--- src/rtl/coproc_pkg.sv ---
// Shared constants and types for the coprocessor scheduler.
// Latency: n/a (declarations only).
// Backpressure: n/a.
package coproc_pkg;

    // Only opcode the coprocessor implements; every other code is rejected.
    localparam logic [1:0] OP_ADD      = 2'b01;
    localparam int         DEF_TIMEOUT = 15;

    typedef enum logic [1:0] {
        IDLE = 2'd0,
        WAIT = 2'd1,
        RESP = 2'd2
    } state_t;

endpackage

--- src/rtl/rr_arbiter.sv ---
// Round-robin grant among NREQ requesters, searching upward from i_ptr.
// Latency: purely combinational.
// Backpressure: none; the owner decides when a grant is taken.
// Ports: i_req  - request vector
//        i_ptr  - highest-priority requester index for this search
//        o_gnt  - one-hot grant (all zero when no request)
//        o_gnt_idx - binary index of the granted requester
module rr_arbiter #(
    parameter int NREQ = 2,
    parameter int PW   = $clog2(NREQ)
) (
    input  logic [NREQ-1:0] i_req,
    input  logic [PW-1:0]   i_ptr,
    output logic [NREQ-1:0] o_gnt,
    output logic [PW-1:0]   o_gnt_idx
);

    logic          w_found;
    logic [PW-1:0] w_j;

    always_comb begin
        o_gnt     = '0;
        o_gnt_idx = '0;
        w_found   = 1'b0;
        w_j       = '0;
        for (int k = 0; k < NREQ; k++) begin
            // Candidate k positions after the pointer, wrapping at NREQ.
            w_j = PW'((int'(i_ptr) + k) % NREQ);
            if (!w_found && i_req[w_j]) begin
                w_found    = 1'b1;
                o_gnt[w_j] = 1'b1;
                o_gnt_idx  = w_j;
            end
        end
    end

endmodule

--- src/rtl/coproc_scheduler.sv ---
// Shares one add coprocessor among NREQ requesters: arbitrate, run, return result.
// Latency: add 3 cycles accept-to-response, bad opcode 1, timeout 1+TIMEOUT.
// Backpressure: response held until rsp_ready of the owner; no accept outside IDLE.
// Ports: req_*  - per-requester command channel (valid/ready, sliced operands)
//        rsp_*  - one-hot response channel with shared result/error
//        cp_*   - coprocessor operands, opcode, clear and result/ready
module coproc_scheduler
    import coproc_pkg::*;
#(
    parameter int NREQ    = 2,
    parameter int W       = 32,
    parameter int TIMEOUT = DEF_TIMEOUT
) (
    input  logic              clk,
    input  logic              reset,
    input  logic [NREQ-1:0]   req_valid,
    output logic [NREQ-1:0]   req_ready,
    input  logic [NREQ*W-1:0] req_num1,
    input  logic [NREQ*W-1:0] req_num2,
    input  logic [NREQ*2-1:0] req_instr,
    output logic [NREQ-1:0]   rsp_valid,
    input  logic [NREQ-1:0]   rsp_ready,
    output logic [W-1:0]      rsp_result,
    output logic              rsp_error,
    output logic [W-1:0]      cp_num1,
    output logic [W-1:0]      cp_num2,
    output logic [1:0]        cp_instr,
    output logic              cp_clear_n,
    input  logic [W-1:0]      cp_result,
    input  logic              cp_ready
);

    localparam int PW = $clog2(NREQ);

    state_t          r_state;
    logic [PW-1:0]   r_ptr;
    logic [NREQ-1:0] r_gnt;
    logic [W-1:0]    r_num1;
    logic [W-1:0]    r_num2;
    logic [1:0]      r_instr;
    logic [W-1:0]    r_result;
    logic            r_error;
    logic [7:0]      r_cnt;

    logic [NREQ-1:0] w_gnt;
    logic [PW-1:0]   w_gidx;
    logic            w_any;
    logic [W-1:0]    w_num1  [NREQ];
    logic [W-1:0]    w_num2  [NREQ];
    logic [1:0]      w_instr [NREQ];

    // Unpack the flat request buses so the winner can be selected by index.
    for (genvar gi = 0; gi < NREQ; gi++) begin : g_unpack
        assign w_num1[gi]  = req_num1[gi*W +: W];
        assign w_num2[gi]  = req_num2[gi*W +: W];
        assign w_instr[gi] = req_instr[gi*2 +: 2];
    end

    rr_arbiter #(.NREQ(NREQ), .PW(PW)) u_arb (
        .i_req     (req_valid),
        .i_ptr     (r_ptr),
        .o_gnt     (w_gnt),
        .o_gnt_idx (w_gidx)
    );

    assign w_any = |req_valid;

    always_ff @(posedge clk or posedge reset) begin
        if (reset) begin
            r_state  <= IDLE;
            r_ptr    <= '0;
            r_gnt    <= '0;
            r_num1   <= '0;
            r_num2   <= '0;
            r_instr  <= '0;
            r_result <= '0;
            r_error  <= 1'b0;
            r_cnt    <= '0;
        end else begin
            case (r_state)
                IDLE: begin
                    if (w_any) begin
                        r_gnt <= w_gnt;
                        r_ptr <= (w_gidx == PW'(NREQ - 1)) ? '0 : w_gidx + PW'(1);
                        r_cnt <= '0;
                        if (w_instr[w_gidx] == OP_ADD) begin
                            // Operands reach the coprocessor only for a real add.
                            r_num1  <= w_num1[w_gidx];
                            r_num2  <= w_num2[w_gidx];
                            r_instr <= w_instr[w_gidx];
                            r_state <= WAIT;
                        end else begin
                            r_result <= '0;
                            r_error  <= 1'b1;
                            r_state  <= RESP;
                        end
                    end
                end
                WAIT: begin
                    // A ready in the final counted cycle still wins over timeout.
                    if (cp_ready) begin
                        r_result <= cp_result;
                        r_error  <= 1'b0;
                        r_state  <= RESP;
                    end else if (r_cnt == 8'(TIMEOUT - 1)) begin
                        r_result <= '0;
                        r_error  <= 1'b1;
                        r_state  <= RESP;
                    end else begin
                        r_cnt <= r_cnt + 8'd1;
                    end
                end
                RESP: begin
                    if (|(rsp_ready & r_gnt)) begin
                        r_state <= IDLE;
                    end
                end
                default: r_state <= IDLE;
            endcase
        end
    end

    // Gated by reset so a pending request cannot show a grant while held in reset.
    assign req_ready  = (r_state == IDLE && !reset) ? w_gnt : '0;
    assign rsp_valid  = (r_state == RESP) ? r_gnt : '0;
    assign rsp_result = r_result;
    assign rsp_error  = r_error;
    // Clear is released only while waiting, so a stale ready never survives IDLE/RESP.
    assign cp_clear_n = (r_state == WAIT);
    assign cp_num1    = r_num1;
    assign cp_num2    = r_num2;
    assign cp_instr   = r_instr;

endmodule

--- config.mk ---
export PLATFORM = sky130hd
export DESIGN_NAME = coproc_scheduler
export DESIGN_NICKNAME = d
export VERILOG_FILES = /design/src/rtl/coproc_pkg.sv /design/src/rtl/rr_arbiter.sv /design/src/rtl/coproc_scheduler.sv
export SDC_FILE = /design/constraint.sdc
export NUM_CORES = 1
export LEC_CHECK = 0
export CAP_MARGIN = 20
export CORE_UTILIZATION = 39
export DETAILED_ROUTE_END_ITERATION = 8
export PLACE_DENSITY = 0.81
export SLEW_MARGIN = 25
export SYNTH_ARGS = -nofsm -noshare
export SYNTH_HDL_FRONTEND = slang
export SYNTH_HIERARCHICAL = 1
export SYNTH_SLANG_ARGS = --single-unit
--- constraint.sdc ---
create_clock -name clk -period 5.52 [get_ports clk]
set_clock_uncertainty 0.1 [all_clocks]
set_input_delay 1.656 -clock clk [delete_from_list [all_inputs] [get_ports clk]]
set_output_delay 1.656 -clock clk [all_outputs]
set_load 0.01 [all_outputs]
# Word level (Yosys, flattened, before mapping)

Index checks and enable logic that the tools add are counted.

Bits in registers: 112
Input port bits: 171
Output and inout port bits: 104
Logic and storage cells: 90

Add/subtract/negate cells: 3
$lt $le $gt $ge: 5
Equality and inequality tests: 10
Muxes and demuxes: 45
Bitwise logic cells: 3
Reductions and logical operators: 15

Operator list:

| operator                                              | count |
|---|---|
| 2-to-1 mux 32 bit                                     | 10 |
| one-hot mux 32 bit (2 select lines)                   | 1 |
| 2-to-1 mux 2 bit                                      | 12 |
| 2-to-1 mux 8 bit                                      | 3 |
| one-hot mux 8 bit (2 select lines)                    | 1 |
| 2-to-1 mux 1 bit                                      | 14 |
| inequality test 2 bit, second input constant          | 5 |
| adder 8 x 1 -> 8 bit, second input constant           | 1 |
| equality test 8 x 4 -> 1 bit, second input constant   | 1 |
| AND reduction 4 bit                                   | 2 |
| one-hot mux 2 bit (3 select lines)                    | 1 |
| AND reduction 3 bit                                   | 2 |
| equality test 2 x 1 -> 1 bit, second input constant   | 2 |
| logical AND 1 bit                                     | 4 |
| < comparator 1 x 2 -> 1 bit, second input constant    | 2 |
| OR reduction 2 bit                                    | 2 |
| inequality test 3 x 1 -> 1 bit, second input constant | 1 |
| adder 1 bit, second input constant                    | 2 |
| AND 2 bit                                             | 1 |
| demux 1 bit (select 1 bit)                            | 2 |
| equality test 2 bit, second input constant            | 1 |
| >= comparator 1 bit, second input constant            | 2 |
| >= comparator 2 bit, second input constant            | 1 |
| logical NOT 1 bit                                     | 2 |
| other kinds (6)                                       | 6 |

# Depth between registers and ports, before layout

Gate-level depths: netlist of run 1.

Depth after elaboration: 14
Gate-level depth with buffers: 8
Gate-level depth less buffers: 6

# Modules after synthesis

Netlist of run 1, hierarchy kept.

By module, submodules not included:

| module           | times used | cells each | area an instance (µm²) | seq. area each (µm²) |
|---|---|---|---|---|
| coproc_scheduler | 1          | 441        | 4,984.8                | 2,802.7 |
| rr_arbiter       | 1          | 4          | 30.0                   | 0.0 |

# Least setup slack after synthesis of run 1

Ideal clock, no wire load.

Path type: input -> output
Start: input req_valid[1]
End: output req_ready[1]
Arrival time: 1.977 ns
Data required time: 3.764 ns
Setup slack: 1.787 ns
Cell stages on the path: 2
Buffers on the path: 0
Path through: a21boi_1 and2_1

Cells in the longest elaborated chain, start to end: 7
Elaborated cells between the ends (all ways): 11
Classes of those cells: mux (8); bitwise (1); reduce/logical (2)

RTL lines:

| element                                              | RTL line                | source |
|---|---|---|
| start, declared                                      | coproc_scheduler.sv:16  | `input logic [NREQ-1:0] req_valid,` |
| 2-to-1 mux 1 bit (not written as such) (2 in series) | rr_arbiter.sv:29        | `if (!w_found && i_req[w_j]) begin` |
| 2-to-1 mux 1 bit                                     | rr_arbiter.sv:29        |  |
| logical NOT 1 bit                                    | rr_arbiter.sv:29        |  |
| logical AND 1 bit                                    | rr_arbiter.sv:29        |  |
| 2-to-1 mux 2 bit (*)                                 | rr_arbiter.sv:29        |  |
| 2-to-1 mux 2 bit (*)                                 | coproc_scheduler.sv:124 | `assign req_ready = (r_state == IDLE && !reset) ? w_gnt : '0;` |
| end, declared                                        | coproc_scheduler.sv:17  | `output logic [NREQ-1:0] req_ready,` |

Mark *: on every way between the ends. The rest lies on a longest branch, timed or not. The select of a mux whose other input is x is not followed.

# Worst setup path after layout of run 1

Start: input req_valid[0]
End: output req_ready[0]

Cells in the longest elaborated chain, start to end: 7
Elaborated cells between the ends (all ways): 11
Classes of those cells: mux (8); bitwise (1); reduce/logical (2)

RTL lines:

| element                                              | RTL line                | source |
|---|---|---|
| 2-to-1 mux 1 bit (not written as such) (2 in series) | rr_arbiter.sv:29        |  |
| 2-to-1 mux 1 bit                                     | rr_arbiter.sv:29        |  |
| logical NOT 1 bit                                    | rr_arbiter.sv:29        |  |
| logical AND 1 bit                                    | rr_arbiter.sv:29        |  |
| 2-to-1 mux 2 bit (*)                                 | rr_arbiter.sv:29        |  |
| via w_gnt[0]                                         | coproc_scheduler.sv:45  | `logic [NREQ-1:0] w_gnt;` |
| 2-to-1 mux 2 bit (*)                                 | coproc_scheduler.sv:124 |  |

Mark *: on every way through the listed nets, which the timed path passes. The rest lies on a longest branch. The select of a mux whose other input is x is not followed.

==> results.md, run 1 <==
* Largest net degree at the start of global routing at 132
* Area leader, netlist: dfrtp_1
* Post-synthesis compound-gate area fraction at 16.6%
* YS warnings at 6
* Class of the worst hold path: flip-flop to flip-flop
* Synth Area in Adders at 0.499%
* Post-synthesis mux area share at 13.6%
* Num CTS Buffers at 9
* Final GP Congestion at 0.858
* Most Crowded Layer GR: met2
* Critical path cell sequence: clkdlybuf4s50_1 -> a21boi_2 -> and2_1 -> clkdlybuf4s50_1
* Final hold viol count at 0
* Top cells by area, synth: dfrtp_1 56%, mux2i_1 13%, o21ai_1 6.5%, nand2_1 5.8%, a22o_1 5.1%
* Critical path peak fanout at 7
* Final Critical Period at 5.02 ns
* Crit share post-route at 90.9%
* DR DRC count at 0
* Max_slew headroom at 49.8%
* Commonest non-fill, non-tap cells in the layout: 274 x clkdlybuf4s50_1, 112 x dfrtp_1, 77 x nand2_1, 66 x mux2i_1, 65 x o21ai_1
* Core Area at 12600 um2
* Critical path's slowest cell: clkdlybuf4s50_1
* Initial antenna violation count at 0
* Global routing usage on met3 at 6.85%
* CP bufs+invs at 2
* GR Overflow Total at 0
* Die height at 115 um
* DRT antenna net count at 0
* P_leak at 3.52 nW
* CP most frequent cell: clkdlybuf4s50_1
* Achievable clock frequency at 199 MHz
* Die X at 115 um
* Clock sinks at 112
* Resize count post-CTS at 0
* Final Max Tran Viols at 0
* Synth Cell Area at 5010 um2
* DRT iter0 DRCs at 287
* Yosys top cell area share at 55.9%
* CTS H-tree depth at 3
* Antenna diode count at 0
* DP Area at 7880 um2
* Worst slew pin tran at 0.753 ns
* Clock Latency Late Sink at 0.34 ns
* Post-Syn Area per Cell at 11.3 um2
* Drt via density at 4.97
* Mapped Cells at 445
* CTS Buffer Depth at 2
* First-pass GRT wire length at 21400 um
* Final nets at 879
* Filler cell count at 972
* Largest family of logic cells by synthesized area: compound AO/OA/AOI/OAI gates
* Delay-heaviest family, CP: buffers and inverters
* Vias in the first global route at 4367
* Root buffer cell: clkbuf_16
* I/O Buffers at 274
* Total Wirelength at 14000 um
* DP HPWL at 10600 um
* Syn Nets at 618
* DR WL/cell at 15.8 um
* Setup bufs post-CTS at 0
* Layout cells sized above 1 at 5.63%
* Status: finished, final reports clean
* Grt met2 use at 36.6%
* Synth Area in Simple Gates at 9.38%
* Max stage delay on crit path at 0.71 ns
* Commonest non-fill, non-tap cell in the layout: clkdlybuf4s50_1
* I/O Pins at 275
* Drt pass-1 iters at 4
* Layout area overhead at 62.8%
* Seq cells post-synth at 112
* Post-route setup TNS at 0 ns
* MaxCap Viol Count at 0
* Std cell rows at 41
* Worst vdd ir at 0.243 mV
* RSZ-0062 raised after global routing: no
* Hold-fix buffers, CTS at 0
* Kind of critical path: input port to output port
* GRT Total Usage at 21.0%
* Post-synthesis sequential area ratio at 55.9%
* Pre-CTS WS at 0.503 ns
* Via count at 4385
* Required time worst endpoint at 3.76 ns
* Distinct cells, synth at 43
* Final setup viols at 0
* Die area at 13300 um2
* Post-Synth XOR/XNOR Area at 0%
* CTS clk-pin slew, worst paths at 0.07 ns
* PwrDens at 407 nW/um2
* CP Data Arrival Time at 3.26 ns
* Design Area, Final at 8170 um2
* TritonCTS clock tree: built
* Kind of end point of the critical path: output port
* Slack of the critical path at 0.501 ns
* Initial Util at 39.9%
* GR Util met1 at 23.3%
* Worst setup SP type: input port
==> per-layer routing <==
layer | part of all wire, % | vias to the layer above | wire (um)
li1 | - | 2096 | -
met1 | 38 | 2067 | 5350
met2 | 50 | 197 | 6970
met3 | 9.6 | 25 | 1340
met4 | 2.2 | 0 | 306
met5 | 0 | - | 0
==> power breakdown <==
group          switching, mW  total, mW  internal, mW
logic                  0.636       1.44         0.806
registers              0.177       1.28          1.11
clock network          0.280      0.598         0.318
total                   1.09       3.32          2.23
==> kinds of logic (layout without fill, tap and decap cells) <==
group           after synthesis  count (layout)
buf+inv                      38             304
fa+ha+maj                     2               2
compound gates              122             122
simple gates                103             103
flops                       112             112
mux                          68              68
==> layout make-up <==
class                   count  area, um2  area share (%)
clock buffers              13        250            3.06
clock inverters             3       17.5           0.214
inverters                   9       38.8           0.475
multi-input cells         295       2040            24.9
flip-flops and latches    112       2800            34.3
well taps                 172        215            2.64
repair buffers            279       2810            34.3
==> stage by stage <==
stage	util, %	total power [mW]	instances	hold WS, ns
3_5_place_dp	62.7	2.75	866	0.351
4_1_cts	64.8	3.37	882	0.372
3_3_place_gp	62.7	2.70	866	0.350
5_1_grt	65.0	3.53	883	0.403
6_report	65.0	3.32	883	0.370
2_1_floorplan	-	1.91	445	0.382
==> worst reg2reg max path, stage by stage, from the launching register on <==
cell and delay, ns:
dfrtp_1 0.50, nor2b_1 0.58, and2_2 0.68, a22o_1 0.27
==> cell usage after synthesis <==
library cell	n
dfrtp_1	112
a22oi_1	1
nor4_1	1
buf_2	18
nor2_4	1
nand2b_1	3
buf_4	3
a21oi_2	1
a21boi_2	1
buf_6	3
o31ai_1	1
o21ai_0	4
o21a_1	1
a21oi_1	5
a22o_1	29
o2111ai_1	1
or3b_4	1
nand3_1	2
clkbuf_1	4
nor2_1	3
o221ai_2	1
mux2_2	2
o311ai_2	1
inv_1	8
or2_2	1
and2_1	7
buf_1	1
ha_1	2
o21ai_1	65
nand2_1	77
inv_2	1
and3b_4	1
a21boi_1	2
nand4bb_2	1
o22ai_1	3
o311ai_4	1
a22o_2	3
nor3_1	3
nor2b_1	1
o41ai_2	1
nor3b_2	1
o31ai_4	1
mux2i_1	66
==> final timing paths <==
check                                         from                         end  slack [ns]  cells after the start
max                                   req_valid[0]                req_ready[0]        0.50                      4
min in group asynchronous                    reset   rsp_result[6]$_DFFE_PP0P_        1.78                      2
min                        cp_instr[0]$_DFFE_PP0P_     cp_instr[0]$_DFFE_PP0P_        0.37                      1
max in group asynchronous                    reset     cp_num1[28]$_DFFE_PP0P_        2.71                      3
max reg2reg                 r_state[0]$_DFFE_PP0P_  rsp_result[21]$_DFFE_PP0P_        3.32                      3
min reg2reg                cp_instr[0]$_DFFE_PP0P_     cp_instr[0]$_DFFE_PP0P_        0.37                      1
==> sequential cells by signal (all words and copies together) (netlist names) <==
signal / cells
cp_instr: 2
r_gnt: 2
r_ptr: 1
rsp_error: 1
cp_num1: 32
rsp_result: 32
r_state: 2
r_cnt: 8
cp_num2: 32
Power figures use the tool's default switching activity.
==> run 2, diff against run 1 <==
--- a/config.mk
+++ b/config.mk
@@ -7,6 +7,7 @@
 export LEC_CHECK = 0
 export CAP_MARGIN = 20
 export CORE_UTILIZATION = 39
+export CTS_CLUSTER_SIZE = 40
 export DETAILED_ROUTE_END_ITERATION = 8
 export PLACE_DENSITY = 0.81
 export SLEW_MARGIN = 25
==> results of run 2 <==
No change in the layout: final DEF, timing and power equal those of run 1.
